`src/rtl/fft32_frame_ctrl.sv`:
```
// fft32_frame_ctrl: packs serial samples into 32-point frames for fft32_top, meters frames with credits,
// double-buffers the parallel results and replays them as a serial valid/ready bin stream.
module fft32_frame_ctrl #(
    parameter int N       = 32,
    parameter int IN_W    = 8,
    parameter int OUT_W   = 11,
    parameter int TIMEOUT = 64
) (
    input  logic               clk,
    input  logic               rst_n,
    input  logic               s_valid,
    output logic               s_ready,
    input  logic [IN_W-1:0]    s_data,
    input  logic               s_last,
    output logic               fft_in_valid,
    output logic [N*IN_W-1:0]  fft_in_real,
    input  logic               fft_out_valid,
    input  logic [N*OUT_W-1:0] fft_out_real,
    input  logic [N*OUT_W-1:0] fft_out_imag,
    output logic               m_valid,
    input  logic               m_ready,
    output logic [OUT_W-1:0]   m_real,
    output logic [OUT_W-1:0]   m_imag,
    output logic [4:0]         m_index,
    output logic               m_last,
    output logic               err_align,
    output logic               err_timeout,
    output logic               err_spurious
);
    localparam logic [1:0] COLLECT     = 2'd0;
    localparam logic [1:0] WAIT_CREDIT = 2'd1;
    localparam logic [1:0] LAUNCH      = 2'd2;
    localparam int         WD_W        = $clog2(TIMEOUT + 1);

    logic [1:0]         state, state_n;
    logic [4:0]         count;
    logic [1:0]         inflight, inflight_n, obuf_count, obuf_n;
    logic               wr_ptr, rd_ptr;
    logic [WD_W-1:0]    wd, wd_n;
    logic [N*OUT_W-1:0] obuf_re [2];
    logic [N*OUT_W-1:0] obuf_im [2];
    logic               s_hs, misalign, launch, capture, retire, trip, credit, credit_n;

    assign s_ready      = state == COLLECT;
    assign s_hs         = s_valid && s_ready;
    assign misalign     = s_hs && s_last && count != 5'd31;
    assign launch       = state == LAUNCH;
    assign fft_in_valid = launch;
    assign capture      = fft_out_valid && inflight != 2'd0;
    assign m_valid      = obuf_count != 2'd0;
    assign retire       = m_valid && m_ready && m_index == 5'd31;
    assign trip         = inflight != 2'd0 && !fft_out_valid && wd == WD_W'(TIMEOUT - 1);
    assign m_real       = obuf_re[rd_ptr][m_index*OUT_W +: OUT_W];
    assign m_imag       = obuf_im[rd_ptr][m_index*OUT_W +: OUT_W];
    assign m_last       = m_valid && m_index == 5'd31;

    // WAIT_CREDIT looks at the post-edge occupancy so a freed buffer launches on the very next cycle
    always_comb begin
        inflight_n = trip ? {1'b0, launch} : inflight + {1'b0, launch} - {1'b0, capture};
        obuf_n     = obuf_count + {1'b0, capture} - {1'b0, retire};
        credit     = {1'b0, inflight} + {1'b0, obuf_count} < 3'd2;
        credit_n   = {1'b0, inflight_n} + {1'b0, obuf_n} < 3'd2;
        state_n    = (state == LAUNCH)        ? COLLECT :
                     (state == WAIT_CREDIT)   ? (credit_n ? LAUNCH : WAIT_CREDIT) :
                     (s_hs && count == 5'd31) ? (credit ? LAUNCH : WAIT_CREDIT) : COLLECT;
        wd_n       = (inflight == 2'd0 || fft_out_valid || trip) ? '0 : wd + 1'b1;
    end

    always_ff @(posedge clk or negedge rst_n) begin
        if (!rst_n) begin
            state        <= COLLECT;
            count        <= '0;
            inflight     <= '0;
            obuf_count   <= '0;
            wr_ptr       <= 1'b0;
            rd_ptr       <= 1'b0;
            wd           <= '0;
            fft_in_real  <= '0;
            obuf_re[0]   <= '0;
            obuf_re[1]   <= '0;
            obuf_im[0]   <= '0;
            obuf_im[1]   <= '0;
            m_index      <= '0;
            err_align    <= 1'b0;
            err_timeout  <= 1'b0;
            err_spurious <= 1'b0;
        end else begin
            state      <= state_n;
            inflight   <= inflight_n;
            obuf_count <= obuf_n;
            wd         <= wd_n;
            if (s_hs) count <= (misalign || count == 5'd31) ? 5'd0 : count + 5'd1;
            if (s_hs && !misalign) fft_in_real[count*IN_W +: IN_W] <= s_data;
            if (capture) begin
                obuf_re[wr_ptr] <= fft_out_real;
                obuf_im[wr_ptr] <= fft_out_imag;
                wr_ptr          <= ~wr_ptr;
            end
            if (m_valid && m_ready) m_index <= m_index + 5'd1;
            if (retire) rd_ptr <= ~rd_ptr;
            err_align    <= err_align | misalign;
            err_timeout  <= err_timeout | trip;
            err_spurious <= err_spurious | (fft_out_valid && inflight == 2'd0);
        end
    end
endmodule

```
`config.mk`:
```
export PLATFORM = sky130hd
export DESIGN_NAME = fft32_frame_ctrl
export DESIGN_NICKNAME = d
export VERILOG_FILES = /design/src/rtl/fft32_frame_ctrl.sv
export SDC_FILE = /design/constraint.sdc
export NUM_CORES = 2
export LEC_CHECK = 0
export BUFFER_PORTS_ARGS = -buffer_cell sky130_fd_sc_hd__buf_2
export CAP_MARGIN = 20
export CELL_PAD_IN_SITES_DETAIL_PLACEMENT = 2
export CELL_PAD_IN_SITES_GLOBAL_PLACEMENT = 2
export CORE_ASPECT_RATIO = 1.75
export CORE_MARGIN = 3
export CORE_UTILIZATION = 42
export CTS_BUF_LIST = sky130_fd_sc_hd__clkbuf_16
export CTS_CLUSTER_DIAMETER = 30
export DETAILED_ROUTE_END_ITERATION = 8
export PLACE_DENSITY_LB_ADDON = 0.1
export SETUP_SLACK_MARGIN = 0.02
export SLEW_MARGIN = 20
export SYNTH_ARGS = -nofsm -noshare
export SYNTH_HDL_FRONTEND = slang
export SYNTH_SLANG_ARGS = --single-unit
```
`constraint.sdc`:
```
create_clock -name clk -period 3.79 [get_ports clk]
set_clock_uncertainty 0.1 [all_clocks]
set_input_delay 0.5685 -clock clk [delete_from_list [all_inputs] [get_ports clk]]
set_output_delay 0.5685 -clock clk [all_outputs]
set_load 0.05 [all_outputs]
```
==> results.tsv <==
stage	metric	value	unit
outcome	outcome	finished, violations left	
outcome	failing checks	setup timing	
power	Pwr Total	111000	uW
synthesis	synth warn	0	
cells_and_area	Final Net Count	7497	
synthesis	multiplexer share of the synthesized area	36.5	%
sta	Final min period	4.47	ns
synthesis	Synth Area in Compound Gates	2.36	%
floorplan	chip width	325	um
synthesis	largest family of logic cells by synthesized area	multiplexers	
global_route	GR Overflow Total	0	
critical_path	Critical Path Source	rd_ptr	
power	power share of the sequential group	31.2	%
cells_and_area	Finished Core Util	59.3	%
placement	RePlAce Congestion	0.868	
detailed_routing	via count	61600	
power	P_sw	46400	uW
placement	placed cell areas	0.0848	sq mm
synthesis	most instantiated cells after synthesis	mux2_2, dfrtp_1, mux4_2	
critical_path	worst setup path endpoint	m_real[10]	
critical_path	CP Capture Type	primary output	
placement	IO Port Bufs	1007	
floorplan	core area	0.177	sq mm
detailed_routing	Pre-antenna DRT Iters	6	
floorplan	FP Rows	204	
sta	worst slew pin tran	1.09	ns
clock_tree	CTS tree	built	
sta	period utilization	118	%
cells_and_area	share of cells above drive strength 1	58.7	%
sta	Final Slew Violations	0	
synthesis	mean post-synth cell area	15.8	sq um
critical_path	Max Fanout on Critical Path	11	
hold_path	Tightest Hold Check Type	in -> reg	
critical_path	Worst Setup Start Kind	flop	
detailed_routing	metal3 WL	39.8	mm
detailed_routing	DRC violations left	0	
synthesis	XOR/XNOR Fraction of Synth Area	0.164	%
critical_path	CP required	3.12	ns
synthesis	Mapped Cells	4735	
detailed_routing	initial drt markers	6355	
synthesis	Synth Area in Adders	0.237	%
detailed_routing	met2 wire len	218	mm
sta	RSZ-0062 raised after global routing	true	
cells_and_area	Layout area overhead	40.1	%
synthesis	Yosys top cell area share	56.5	%
critical_path	reg2reg setup slack	-0.20	ns
detailed_routing	Max Used Layer	met5	
global_route	first-pass GRT wire length	520	mm
sta	setup violators final	55	
detailed_routing	DR vias/cell	6.46	
cells_and_area	design area	0.105	sq mm
sta	final setup margin	-0.684	ns
flow_run	max cap viols	0	
clock_tree	clk root buf	clkbuf_16	
cells_and_area	fillers	15000	
power	peak supply drop	0.000667	V
floorplan	Die H	565	um
detailed_routing	routed len/inst	47.7	um
synthesis	prevailing post-synth register cell	dfrtp_1	
synthesis	synth top area cells	dfrtp_1, mux2_2, mux4_2	
detailed_routing	met1 WL	145	mm
synthesis	Yosys reg bits	1692	
critical_path	reg2reg end	fft_in_real[212]	
synthesis	Post-synth EDFFs	0	
clock_tree	Worst-Skew Late Latency	0.82	ns
placement	dpl hpwl	212	mm
clock_tree	clock sinks	1692	
power	P per Cell Area	1050	mW/mm^2
sta	Slew HR	27.0	%
synthesis	Cell Area, Synth	0.0749	sq mm
power	Clk network pwr share	26.0	%
detailed_routing	drt total wl	456	mm
sta	Final Hold Viols	0	
power	Leak	0.0465	uW
global_route	GRT Resource Usage Total	39.2	%
power	P_int	64200	uW
clock_tree	CTS H-tree lvls	5	
floorplan	io pins	1008	
critical_path	R2R depth	9	
cells_and_area	non-filler cells, final	9540	
critical_path	CP arrival	3.81	ns
critical_path	CP Class	reg -> out	
global_route	vias in the first global route	64800	
synthesis	Yosys cell types	56	
sta	fmax	0.224	GHz
detailed_routing	remaining antenna violation count	0	
synthesis	simple-gate area share of the yosys netlist	2.24	%
synthesis	Async S/R FF share, synth	100	%
global_route	pin count of the biggest net entering global routing	149	
critical_path	RR Startpoint	count[0]	
clock_tree	clock-pin slew on the worst setup and hold paths	0.08	ns
global_route	antenna violations before repair	127	
clock_tree	cts bufs inserted	291	
synthesis	Post-Syn Nets	5466	
placement	Inst Count DP	8081	
clock_tree	Clock Tree Buf Depth	4	
synthesis	Seq/Total Area, Yosys	56.5	%
floorplan	Die ar.	0.184	sq mm
power	Net Sw Frac	42.0	%
power	combinational share of power	42.7	%
synthesis	post-synth top area cell	dfrtp_1	
synthesis	most common cell in the netlist	mux2_2	
floorplan	Initial Util	42.3	%
[power by group through the flow]
stage / combinational, uW / clock (uW) / sequential, uW
after floorplan: 22800 / 0 / 28900
after global placement: 34400 / 0 / 30100
after detailed placement: 35400 / 0 / 30800
after CTS: 40300 / 27100 / 30800
after global routing: 47800 / 29500 / 34300
final: 47300 / 28800 / 34500
[placed cells by master (no fill, tap or decap), types with 13 or more instances in the layout]
cell type and n:
mux2_2 1723, dfrtp_1 1686, buf_2 985, dlygate4sd3_1 699, mux4_2 308, clkbuf_16 303
buf_4 203, diode_2 174, buf_12 94, nor2_1 59, mux2i_1 47, clkinv_2 45
nand2_1 40, buf_6 39, bufinv_16 36, and3_1 34, inv_1 33, a22oi_2 31
clkinvlp_4 31, a21oi_2 28, inv_6 28, clkinv_1 28, o21ai_0 26, and2_1 25
clkinv_4 24, nor2b_1 23, o22ai_1 23, mux2i_4 23, nor3_1 22, o31ai_2 22
a21oi_1 22, buf_16 21, o31ai_4 20, mux2i_2 18, a21oi_4 18, a211oi_1 17
nand3_1 13, a22oi_1 13
[through the flow]
stage	worst slack (ns)	setup TNS (ns)	hold WS [ns]
3_5_place_dp	-0.0358	-0.0358	0.347
4_1_cts	-0.351	-5.77	0.000256
2_1_floorplan	0.0622	0	0.173
6_report	-0.684	-11.49	0.0278
3_3_place_gp	0.0111	0	0.341
5_1_grt	-0.626	-12.56	-0.00973
[kinds of logic after synthesis]
logic type | after synthesis
multiplexers | 2129
flip-flops | 1692
buffers and inverters | 328
AND/OR/NAND/NOR | 296
AO/OA/AOI/OAI | 263
XOR/XNOR | 14
adder cells (fa/ha/maj) | 13
[worst max-delay path, cell delays in order, from the launching register on]
cell     delay (ns)
dfrtp_4        0.45
buf_12         0.17
buf_16         0.21
buf_12         0.14
buf_16         0.15
mux4_2         0.60
mux2i_1        0.49
a21oi_2        0.20
nand2_1        0.21
o31ai_4        0.14
buf_6          0.21
[sequential cells by signal, summed over array words and instances, names as in the netlist]
| register | count |
|---|---|
| count | 5 |
| m_index | 5 |
| state | 2 |
| fft_in_real | 256 |
| err_spurious | 1 |
| obuf_im | 704 |
| rd_ptr | 1 |
| err_timeout | 1 |
| wd | 7 |
| inflight | 2 |
| err_align | 1 |
| obuf_re | 704 |
| obuf_count | 2 |
| wr_ptr | 1 |
[worst min path at each step]
| stage | from | to | slack (ns) | cells past startpoint |
|---|---|---|---|---|
| final | fft_out_real[253] | obuf_re[253] | 0.03 | 2 |
| after global routing | fft_out_real[253] | obuf_re[253] | -0.01 | 2 |
| after CTS | fft_out_imag[56] | obuf_im[56] | 0.0003 | 2 |
| after detailed placement | err_spurious | err_spurious | 0.35 | 1 |
| after global placement | err_spurious | err_spurious | 0.34 | 1 |
| after floorplan | rst_n | count[0] | 0.17 | 0 |
[per-layer routing]
layer  vias to the layer above  GRT usage, %
li1                      22000             -
met1                     32300          43.5
met2                      4925          69.1
met3                      2309          8.38
met4                        68          23.6
met5                         -             0
[final cells by class]
type	count	area, sq um	area share (%)
inverter	13	48.8	0.0465
multi-input combinational	2715	32600	31.1
tap	2369	2960	2.83
sequential	1692	42400	40.4
antenna	174	435	0.415
clock inverter	224	2350	2.24
clock buffer	300	7510	7.16
timing repair buffer	2053	16600	15.9
[timing repair]
item                                    in CTS  in global routing
buffers inserted                            36                 14
hold endpoints to repair                  1447                  0
endpoints found under the setup margin      22                 30
cloned                                      14                  4
hold buffers                               699                  0
pin swaps                                   46                 30
resized for setup                          277                106
(Power assumes the default switching activity.)
